## config.mk

```make
export PLATFORM = sky130hd
export DESIGN_NAME = pipe_hold_ctrl
export DESIGN_NICKNAME = d
export VERILOG_FILES = /design/src/rtl/pipe_hold_ctrl.sv
export SDC_FILE = /design/constraint.sdc
export NUM_CORES = 1
export LEC_CHECK = 0
export ABC_AREA = 1
export BUFFER_PORTS_ARGS = -buffer_cell sky130_fd_sc_hd__buf_4
export CAP_MARGIN = 0
export CORE_ASPECT_RATIO = 0.6
export CORE_MARGIN = 5
export CORE_UTILIZATION = 45
export CTS_CLUSTER_DIAMETER = 40
export DETAILED_ROUTE_END_ITERATION = 10
export GPL_ROUTABILITY_DRIVEN = 0
export GPL_TIMING_DRIVEN = 0
export HOLD_SLACK_MARGIN = 0.06
export PLACE_DENSITY = 0.74
export SETUP_SLACK_MARGIN = 0.1
export SYNTH_ARGS = -nofsm -noshare
export SYNTH_HDL_FRONTEND = slang
export SYNTH_SLANG_ARGS = --single-unit
```

## constraint.sdc

```tcl
create_clock -name clk -period 2.3 [get_ports clk]
set_input_delay 0.23 -clock clk [delete_from_list [all_inputs] [get_ports clk]]
set_output_delay 0.23 -clock clk [all_outputs]
set_load 0.1 [all_outputs]
```

## src/rtl/pipe_hold_ctrl.sv

```systemverilog
// Front-end pipeline registers (PC, F/D, D/E) with hazard stall, bubble injection,
// delayed-branch redirect and saturating stall performance counters.
module pipe_hold_ctrl #(
  parameter logic [31:0] RESET_PC  = 32'h0000_3000,
  parameter logic [31:0] NOP_INSTR = 32'h0000_0000
) (
  input  logic        clk,
  input  logic        reset_n,
  input  logic        stall,
  input  logic        npc_sel,
  input  logic [31:0] npc,
  input  logic [31:0] F_Instr,
  output logic [31:0] F_PC,
  output logic [31:0] D_Instr,
  output logic [31:0] D_PC,
  output logic        D_valid,
  output logic [31:0] E_Instr,
  output logic [31:0] E_PC,
  output logic        E_valid,
  output logic [31:0] stall_cnt,
  output logic [7:0]  max_run
);

  logic [7:0]  run_len;
  logic [7:0]  run_len_nxt;
  logic [7:0]  max_run_nxt;
  logic [31:0] pc_nxt;

  always_comb begin
    run_len_nxt = '0;
    if (stall) begin
      run_len_nxt = (run_len == 8'hFF) ? 8'hFF : run_len + 8'd1;
    end
    max_run_nxt = (run_len_nxt > max_run) ? run_len_nxt : max_run;
  end

  // A redirect raised during a stall is dropped; the branch stays in D and re-asserts.
  always_comb begin
    pc_nxt = F_PC;
    if (!stall) begin
      pc_nxt = npc_sel ? {npc[31:2], 2'b00} : F_PC + 32'd4;
    end
  end

  always_ff @(posedge clk or negedge reset_n) begin
    if (!reset_n) begin
      F_PC      <= RESET_PC;
      D_Instr   <= NOP_INSTR;
      D_PC      <= '0;
      D_valid   <= 1'b0;
      E_Instr   <= NOP_INSTR;
      E_PC      <= '0;
      E_valid   <= 1'b0;
      stall_cnt <= '0;
      run_len   <= '0;
      max_run   <= '0;
    end else begin
      F_PC    <= pc_nxt;
      run_len <= run_len_nxt;
      max_run <= max_run_nxt;
      if (stall) begin
        E_Instr <= NOP_INSTR;
        E_PC    <= D_PC;
        E_valid <= 1'b0;
        if (stall_cnt != 32'hFFFF_FFFF) begin
          stall_cnt <= stall_cnt + 32'd1;
        end
      end else begin
        D_Instr <= F_Instr;
        D_PC    <= F_PC;
        D_valid <= 1'b1;
        E_Instr <= D_Instr;
        E_PC    <= D_PC;
        E_valid <= D_valid;
      end
    end
  end

endmodule

```

==> results.cfg, run 1 <==
[power_and_ir_drop]
swShare_pct = 45.2
vdd_drop_max_mv = 0.893
p_int_uw = 7180
pwr-share-comb_pct = 38.8
switching_power_uw = 5920
clkPwrFrac_pct = 27.9
sequentialPowerShare_pct = 33.3
cellLeakagePower_uw = 0.00669
p_per_area_nw_per_um2 = 981

[clock_network]
cts_buffers = 24
clock-sinks = 204
clk_path_buf_depth = 3
path_clk_slew_ns = 0.06
cts-root-buf = clkbuf_16
cts_tree = built
clock_latency_ns = 0.51
h-tree-depth = 1

[finish]
drive_above_1_share_pct = 26.1
fin_util_pct = 66.1
nets = 1606
areaGrowthSynthToFinish_pct = 42.8
instances_no_fill = 1816

[die]
rows = 40
initial_core_util_pct = 46.3
die-area_sq_um = 23900
io_pins = 270
fp.dieH_microns = 122
die_w_microns = 196
core_region_area_sq_um = 20200

[grt]
grt_pass1_wl_microns = 49500
antenna_found_initial = 1
track_usage_pct = 26.1
grt_max_degree = 125
gr-total-overflow = 0
grt_pass1_vias = 8860

[detailed_routing]
drt-initial-drc-count = 822
drc = 0
avgViaCountPerCell = 5.09
drt_wl_total_microns = 32300
vias = 9243
postRouteAntennaNets = 0
post_drt_wl_per_cell_microns = 17.8
first_pass_iters = 6

[critical_path]
crit_path_top_delay_cell = dfrtp_1
path_delay_family = simple AND/OR/NAND/NOR gates
critPathCaptureType = register
path_class = reg2reg
cp-start-kind = register
crit_top_cell = nand2_2
critical_path_buf_inv_count = 3
cp.arrival_ns = 2.68
cp_cell_sequence = ha_4 -> nand3_4 -> nor2_4 -> inv_1 -> o21bai_1 -> nand3_1 -> inv_1 -> ha_1 -> nand2_2 -> o21a_1 -> nand2_2 -> nand2_4 -> buf_8 -> nand2_2 -> o21ai_1
worstPathRequired_ns = 2.73
cpPeakStageDelay_ns = 0.42
crit_fanout = 5

[yosys]
synth_area_sq_um = 9360
synth-seq-area-share_pct = 54.6
synth_cell_type_count = 38
synth_warnings = 0
synth_seq_cells = 204
avgSynthCellArea_sq_um = 8.05
synth_cells = 1162

[sta]
grt_setup_unrepaired = true
max_freq_mhz = 443
max_slew_margin_pct = 54.7
post-route-min-period_ns = 2.26
finalHoldViolations = 0
finClkSkew_ns = 0.0139
worstMarginPinSlew_ns = 0.679
slew_violations = 0
setup_viol = 0
period_share_pct = 98.1

[job]
cap_violations = 0

[min_path]
hp-class = in2reg

[place]
io_buffers = 260
dp_hpwl_microns = 23200
placedCellCount = 1701

[outcome]
status = finished, final reports clean
-- Yosys cell counts --
master | number | share of area [%]
a211oi_1 | 2 | 0.16
a21oi_1 | 13 | 0.70
a21oi_2 | 1 | 0.094
a221oi_1 | 1 | 0.094
a311oi_1 | 1 | 0.094
a31oi_1 | 1 | 0.067
and2_1 | 1 | 0.067
buf_1 | 5 | 0.20
buf_2 | 13 | 0.70
buf_4 | 6 | 0.48
buf_6 | 2 | 0.24
buf_8 | 1 | 0.16
clkbuf_1 | 16 | 0.64
conb_1 | 1 | 0.040
dfrtp_1 | 202 | 54
dfstp_2 | 2 | 0.56
ha_1 | 11 | 1.5
inv_1 | 104 | 4.2
inv_2 | 2 | 0.080
nand2_1 | 397 | 16
nand2_2 | 8 | 0.53
nand2_4 | 2 | 0.24
nand3_1 | 40 | 2.1
nand3b_1 | 20 | 1.6
nand4_1 | 4 | 0.27
nor2_1 | 173 | 6.9
nor2_2 | 6 | 0.40
nor2_4 | 5 | 0.60
nor3_1 | 3 | 0.16
o211ai_1 | 1 | 0.080
o21a_1 | 1 | 0.080
o21ai_0 | 93 | 5.0
o21ai_1 | 5 | 0.27
o21bai_1 | 3 | 0.24
o22ai_1 | 3 | 0.20
xnor2_1 | 7 | 0.66
xor2_1 | 5 | 0.47
xor2_2 | 1 | 0.17
-- worst min-delay path: cells and delay by family --
| kind | cells | cell delay (ns) |
|---|---|---|
| and+or+nand+nor | 3 | 0.18 |
| buffers and inverters | 1 | 0.09 |
| AOI/OAI and AO/OA | 1 | 0.06 |
-- sequential cells by signal (all words and copies together) (netlist names) --
signal / cells
D_PC: 30
D_valid: 1
E_valid: 1
D_Instr: 32
max_run: 8
E_PC: 30
F_PC: 30
stall_cnt: 32
E_Instr: 32
run_len: 8
-- final cells by class --
type / instances / area (sq um)
Antenna cell: 1 / 2.50
Buffer: 43 / 238
Clock buffer: 31 / 678
Clock inverter: 10 / 83.8
Fill cell: 1612 / 6860
Inverter: 106 / 400
Multi-Input combinational cell: 814 / 3810
Sequential cell: 204 / 5110
Tap cell: 273 / 342
Timing Repair Buffer: 334 / 2690
-- final timing paths --
| kind | slack [ns] | to | cells after the start | startpoint |
|---|---|---|---|---|
| max | 0.04 | max_run[6] | 15 | run_len[0] |
| min | 0.08 | F_PC[17] | 5 | npc[17] |
| max reg2reg | 0.04 | max_run[6] | 15 | run_len[0] |
| min in group asynchronous | 0.29 | stall_cnt[29] | 2 | reset_n |
| min reg2reg | 0.42 | E_PC[21] | 0 | D_PC[21] |
| max in group asynchronous | 0.99 | E_PC[13] | 3 | reset_n |
-- logic make-up after synthesis --
logic type                 share of synthesized area, %
xor gates and xnor gates                           1.30
and+or+nand+nor                                    28.9
AOI/OAI and AO/OA                                  7.05
adders and majority gates                          1.47
DFF                                                54.6
other                                            0.0401
buffers and inverters                              6.67
-- metal layers --
layer  GRT usage [%]  up-vias  part of all wire [%]
li1                -     4351                     -
met4            6.02        0                   2.4
met3            7.52       50                    10
met2            38.9      430                    43
met5               0        -                     0
met1            38.0     4412                    44
-- power groups by stage --
stage                     clock (uW)  sequential [uW]  combinational (uW)
final                           3660             4360                5090
after detailed placement           0             4400                4750
after global routing            3830             4410                5290
after global placement             0             4380                4700
after CTS                       3710             4350                4950
after floorplan                    0             7120                 814
-- metrics by stage --
step / hold WS (ns) / TNS [ns] / total power [uW] / instance area [sq um] / setup slack (ns)
finish: 0.0814 / 0 / 13100 / 13400 / 0.0432
global route: 0.0857 / -0.901 / 13500 / 13400 / -0.141
CTS: 0.0624 / 0 / 13000 / 13200 / 0.0419
detailed placement: 0.268 / -1.37 / 9150 / 11700 / -0.196
global placement: 0.393 / -88.60 / 9080 / 11700 / -0.642
floorplan: -0.0656 / 0 / 7930 / 9390 / 0.123
-- cell usage in the layout (no fill, tap or decap), drive strengths merged, types with 2 or more instances in the layout --
cell type    count
conb             6
inv            109
xor2             6
clkbuf          46
a21oi           14
o21bai           3
dfstp            2
a211oi           2
o21ai           98
nand4            4
clkinvlp         2
nor2           184
nor3             3
xnor2            7
nand3b          20
dlygate4sd3     55
buf            307
ha              11
nand2          407
o22ai            3
dfrtp          202
clkinv           5
nand3           40
-- repair_timing --
action,in CTS,in global routing
buffers inserted,13,4
hold endpoints to repair,134,0
endpoints found under the setup margin,8,9
gates cloned,1,0
hold buffers,55,0
pin swaps,5,18
resized for setup,19,36
(Power assumes the default switching activity.)
==> run 2: changes to the inputs <==
--- a/config.mk
+++ b/config.mk
@@ -10,13 +10,13 @@
 export CAP_MARGIN = 0
 export CORE_ASPECT_RATIO = 0.6
 export CORE_MARGIN = 5
-export CORE_UTILIZATION = 45
+export CORE_UTILIZATION = 47
 export CTS_CLUSTER_DIAMETER = 40
 export DETAILED_ROUTE_END_ITERATION = 10
 export GPL_ROUTABILITY_DRIVEN = 0
 export GPL_TIMING_DRIVEN = 0
 export HOLD_SLACK_MARGIN = 0.06
-export PLACE_DENSITY = 0.74
+export PLACE_DENSITY = 0.76
 export SETUP_SLACK_MARGIN = 0.1
 export SYNTH_ARGS = -nofsm -noshare
 export SYNTH_HDL_FRONTEND = slang
==> run 2 against run 1 <==
Worst hold slack gained 0.0080 ns. The run now ends with setup timing left. Critical endpoint is now max_run[7]. Largest power group unchanged. Register-to-register slack lost 0.11 ns. Via count grew 0.44%. Critical path type unchanged. Global-route usage grew 0.64 points. Wire length grew 0.16%. Worst setup slack lost 0.11 ns.
==> results.cfg, run 2 (same netlist as run 1, synthesis figures left out) <==
[place]
dpl_worst_slack_ns = -0.234
dp_hpwl_microns = 22700
io_buffers = 260

[outcome]
violations = setup timing
status = complete, but fails checks

[finish]
final_common_cell = nand2_1
fin_util_pct = 68.8
diodes = 0
areaGrowthSynthToFinish_pct = 45.4
drive_above_1_share_pct = 27.0
reg.largest.list = D_Instr: 32 flops, E_Instr: 32 flops, stall_cnt: 32 flops
nets = 1609
final_cell_mix = 383 x nand2_1, 276 x buf_4, 198 x dfrtp_1, 166 x nor2_1, 97 x inv_1

[detailed_routing]
post_drt_wl_per_cell_microns = 17.8
drc = 0
drt_wl_total_microns = 32300
drt-initial-drc-count = 830
postRouteAntennaNets = 0
first_pass_iters = 5
avgViaCountPerCell = 5.10
vias = 9284

[sta]
finalHoldViolations = 0
post-route-min-period_ns = 2.37
period_share_pct = 103
max_freq_mhz = 423
max_slew_margin_pct = 43.7
worstMarginPinSlew_ns = 0.844
setup_viol = 8
timing.final.ws_setup_ns = -0.0659
tns_ns = -0.260
grt_setup_unrepaired = true
slew_violations = 0
finClkSkew_ns = 0.0216

[die]
fp.dieH_microns = 119
die-area_sq_um = 22900
io_pins = 270
core_region_area_sq_um = 19800
die_w_microns = 192
initial_core_util_pct = 47.3
rows = 40

[clock_network]
cts-root-buf = clkbuf_16
path_clk_slew_ns = 0.07
clock-sinks = 204
clk_path_buf_depth = 3
h-tree-depth = 1
cts_tree = built
cts_buffers = 25
clock_latency_ns = 0.51

[grt]
gr-total-overflow = 0
grt_pass1_vias = 8845
antenna_found_initial = 0
track_usage_pct = 26.8
grt_pass1_wl_microns = 48900
grt_max_degree = 107

[power_and_ir_drop]
p_per_area_nw_per_um2 = 1000
vdd_drop_max_mv = 0.903
cellLeakagePower_uw = 0.00679
power_uw = 13600

[critical_path]
worstPathRequired_ns = 2.71
critPathCaptureType = register
path_class = reg2reg
cp-start-kind = register
cp.arrival_ns = 2.77
crit_fanout = 4

[min_path]
hp-class = in2reg

[job]
cap_violations = 0
[run 2: changes by cell type in the layout (fill, tap and decap cells not counted), moves of 3 or more]
cell           before  now
ha_4                3    6
dlygate4sd3_1      55   60
o21ai_2             1    4
nand2_1           387  383
nor2_4              6    9
ha_1                8    5
buf_4             279  276
nand2_4             3    7
bufinv_16           0    3
[run 2: area by class of cell]
| type | instances | area, sq um |
|---|---|---|
| well taps | 273 | 342 |
| multi-input cells | 814 | 3910 |
| flip-flops and latches | 204 | 5110 |
| repair buffers | 336 | 2720 |
| fillers | 1526 | 6170 |
| inverters | 106 | 403 |
| clock buffers | 31 | 688 |
| clock inverters | 13 | 195 |
| plain buffers | 43 | 238 |
[run 2: critical path: stages (launching register included)]
cell and delay (ns):
dfrtp_1 0.44, ha_4 0.18, nand3_4 0.07, nor2_4 0.17, nand2_4 0.09, nand2_2 0.10, nor2_2 0.06, nor2_4 0.17
ha_4 0.24, a21oi_2 0.14, o21a_1 0.18, nand2_2 0.08, nand2_4 0.10, buf_6 0.10, inv_2 0.03, nand2_1 0.07
nand2_1 0.05
[run 2: power breakdown]
part           leakage (uW)  internal [uW]  total, uW  switching, uW
Clock              0.000430           2510       4140           1630
Combinational       0.00379           1090       5110           4020
Sequential          0.00257           3980       4360            376
Total               0.00679           7590      13600           6020
[run 2: metal layers]
| layer | track usage, % | part of all wire (%) | up-vias |
|---|---|---|---|
| met5 | 0 | 0 | - |
| met4 | 7.30 | 3.1 | 0 |
| met3 | 6.39 | 9.3 | 81 |
| met2 | 40.0 | 45 | 428 |
| met1 | 39.2 | 43 | 4428 |
| li1 | - | - | 4347 |
[run 2: what timing repair did]
action / CTS / global route
cloned: 1 / 0
gates resized for setup: 16 / 61
setup buffers: 5 / 9
endpoints found under the setup margin: 8 / 8
hold buffers: 59 / 1
hold endpoints to repair: 161 / 1
pin swaps: 6 / 30
[run 2: metrics by stage]
step	hold slack [ns]	cell area, sq um	instances
2_1_floorplan	-0.0656	9390	1167
3_3_place_gp	0.389	11700	1700
3_5_place_dp	0.348	11700	1701
4_1_cts	0.0649	13300	1810
5_1_grt	0.106	13600	1820
6_report	0.0894	13600	1820
[run 2: path summary, 6_finish.rpt]
check	start	end	slack [ns]	cells after the start
max	run_len[0]	max_run[7]	-0.07	16
min	npc[18]	F_PC[18]	0.09	5
max reg2reg	run_len[0]	max_run[7]	-0.07	16
min reg2reg	D_PC[23]	E_PC[23]	0.41	0
max in group asynchronous	reset_n	D_PC[5]	0.99	3
min in group asynchronous	reset_n	E_Instr[5]	0.31	2
==> run 3: changes to the inputs <==
--- a/config.mk
+++ b/config.mk
@@ -14,7 +14,6 @@
 export CTS_CLUSTER_DIAMETER = 40
 export DETAILED_ROUTE_END_ITERATION = 10
 export GPL_ROUTABILITY_DRIVEN = 0
-export GPL_TIMING_DRIVEN = 0
 export HOLD_SLACK_MARGIN = 0.06
 export PLACE_DENSITY = 0.76
 export SETUP_SLACK_MARGIN = 0.1
==> run 3 against run 2 <==
The run still ends with setup timing left. Non-clock buffer count is 43 lower. Combinational power fell by 4.5%. Sequential share of layout area increased by 1.5 points. Cell count down 2.4%. Global-route usage down 2.0 points. Largest cell class unchanged.
==> results.cfg, run 3 (same netlist as run 1, synthesis figures left out) <==
[critical_path]
timing.rr.start = run_len[0]
r2r_slack_ns = -0.07
reg2reg_depth = 15
path_class = reg2reg
worstPathRequired_ns = 2.70
reg2reg_to = max_run[7]
cp.arrival_ns = 2.77
crit_path_top_delay_cell = dfrtp_1
critPathCaptureType = register
crit_fanout = 7
cp-start-kind = register
cp_cell_sequence = ha_2 -> nand3_4 -> nor2_4 -> inv_2 -> o21bai_1 -> nand3_1 -> inv_2 -> ha_1 -> nand2_2 -> nor2_2 -> nand4_1 -> buf_4 -> nand2_4 -> nand2_1 -> nand2_2
cpPeakStageDelay_ns = 0.35

[finish]
multi_input_area_sq_um = 3750
reg.largest.list = D_Instr: 32 flops, E_Instr: 32 flops, stall_cnt: 32 flops
fillers = 1558
final_cell_mix = 391 x nand2_1, 275 x buf_4, 198 x dfrtp_1, 170 x nor2_1, 95 x inv_1
final_common_cell = nand2_1
instances_no_fill = 1776
fin_util_pct = 66.1
nets = 1565
regArea_sq_um = 5110
diodes = 0
drive_above_1_share_pct = 25.0
areaGrowthSynthToFinish_pct = 39.6

[place]
placedCellCount = 1670
io_buffers = 261
dp_hpwl_microns = 20300

[detailed_routing]
avgViaCountPerCell = 5.03
drt_wl_total_microns = 29100
drc = 0
post_drt_wl_per_cell_microns = 16.4
postRouteAntennaNets = 0
first_pass_iters = 5
drt-initial-drc-count = 871
vias = 8932

[grt]
grt_pass1_vias = 8505
grt_max_degree = 122
antenna_found_initial = 0
gr-total-overflow = 0
grt_pass1_wl_microns = 45900
track_usage_pct = 24.8

[power_and_ir_drop]
cellLeakagePower_uw = 0.00654
p_per_area_nw_per_um2 = 990
power_uw = 12900
vdd_drop_max_mv = 0.720

[clock_network]
cts_tree = built
h-tree-depth = 1
clock-sinks = 204
cts_buffers = 23
path_clk_slew_ns = 0.06
cts-root-buf = clkbuf_16
clock_latency_ns = 0.52
clk_path_buf_depth = 3

[sta]
worstMarginPinSlew_ns = 0.559
post-route-min-period_ns = 2.37
setup_viol = 6
max_slew_margin_pct = 62.7
grt_setup_unrepaired = true
max_freq_mhz = 423
finClkSkew_ns = 0.00973
period_share_pct = 103
timing.final.ws_setup_ns = -0.0668
finalHoldViolations = 0
slew_violations = 0

[min_path]
hold_depth = 5
hold_start = npc[19]
min_to = F_PC[19]
hp-class = in2reg

[die]
core_region_area_sq_um = 19800
die_w_microns = 192
die-area_sq_um = 22900
fp.dieH_microns = 119
initial_core_util_pct = 47.3
io_pins = 270
rows = 40

[job]
cap_violations = 0

[outcome]
violations = setup timing
status = complete, but fails checks
-- run 3: changes by cell type in the layout (fill, tap and decap cells not counted), moves of 4 or more --
cell      change
ha_1          +4
nor2_1        +4
buf_1         -5
buf_6         -6
buf_2        -13
clkinv_2      +5
ha_4          -5
nand2_2       -4
o21ai_0       +5
nand2_1       +8
clkbuf_1     -13
-- run 3: metal layers --
layer | routed length [microns] | GRT usage [%]
met1 | 12700 | 35.7
met2 | 12900 | 37.8
met3 | 2620 | 5.77
met4 | 818 | 6.77
met5 | 0 | 0
-- run 3: worst max path at each step --
stage                       to  cells past startpoint  slack, ns       start
global route        max_run[7]                     15      -0.15  run_len[0]
floorplan           max_run[4]                     18       0.12  run_len[0]
CTS                 max_run[5]                     15        0.1  run_len[0]
detailed placement  max_run[5]                     18      -0.12  run_len[0]
finish              max_run[7]                     15      -0.07  run_len[0]
global placement    max_run[7]                     18       0.02  run_len[0]
-- run 3: critical path: cells and delay by family, from the launching register on --
family / cells / cell delay [ns]
AOI/OAI and AO/OA: 1 / 0.18
adders and majority gates: 2 / 0.44
buffers and inverters: 3 / 0.34
DFF: 1 / 0.35
and+or+nand+nor: 9 / 0.95
-- run 3: layout make-up --
cell class | count | area share [%]
Timing Repair Buffer | 336 | 20.7
Clock inverter | 15 | 1.27
Sequential cell | 204 | 39.1
Multi-Input combinational cell | 815 | 28.7
Clock buffer | 27 | 4.52
Inverter | 106 | 3.06
Tap cell | 273 | 2.61
-- run 3: stage by stage --
| step | hold WS (ns) | setup WS (ns) | TNS, ns | area [sq um] |
|---|---|---|---|---|
| after floorplan | -0.0656 | 0.123 | 0 | 9390 |
| after global placement | 0.213 | 0.0150 | 0 | 11600 |
| after detailed placement | 0.210 | -0.122 | -0.748 | 11600 |
| after CTS | 0.0620 | 0.0969 | 0 | 13000 |
| after global routing | 0.0842 | -0.148 | -0.873 | 13100 |
| final | 0.0710 | -0.0668 | -0.140 | 13100 |
-- run 3: power by group --
group / total [uW] / leakage (uW) / switching, uW / internal [uW]
sequential: 4350 / 0.00257 / 369 / 3980
combinational: 4880 / 0.00360 / 3920 / 960
clock: 3700 / 0.000375 / 1580 / 2120
total: 12900 / 0.00654 / 5870 / 7060
-- run 3: what timing repair did --
item | 4_1_cts | 5_1_grt
gates cloned | 1 | 0
setup buffers | 2 | 4
resized for setup | 18 | 16
hold buffers | 57 | 0
endpoints found under the setup margin | 8 | 8
hold endpoints to repair | 103 | 0
pin swaps | 8 | 16
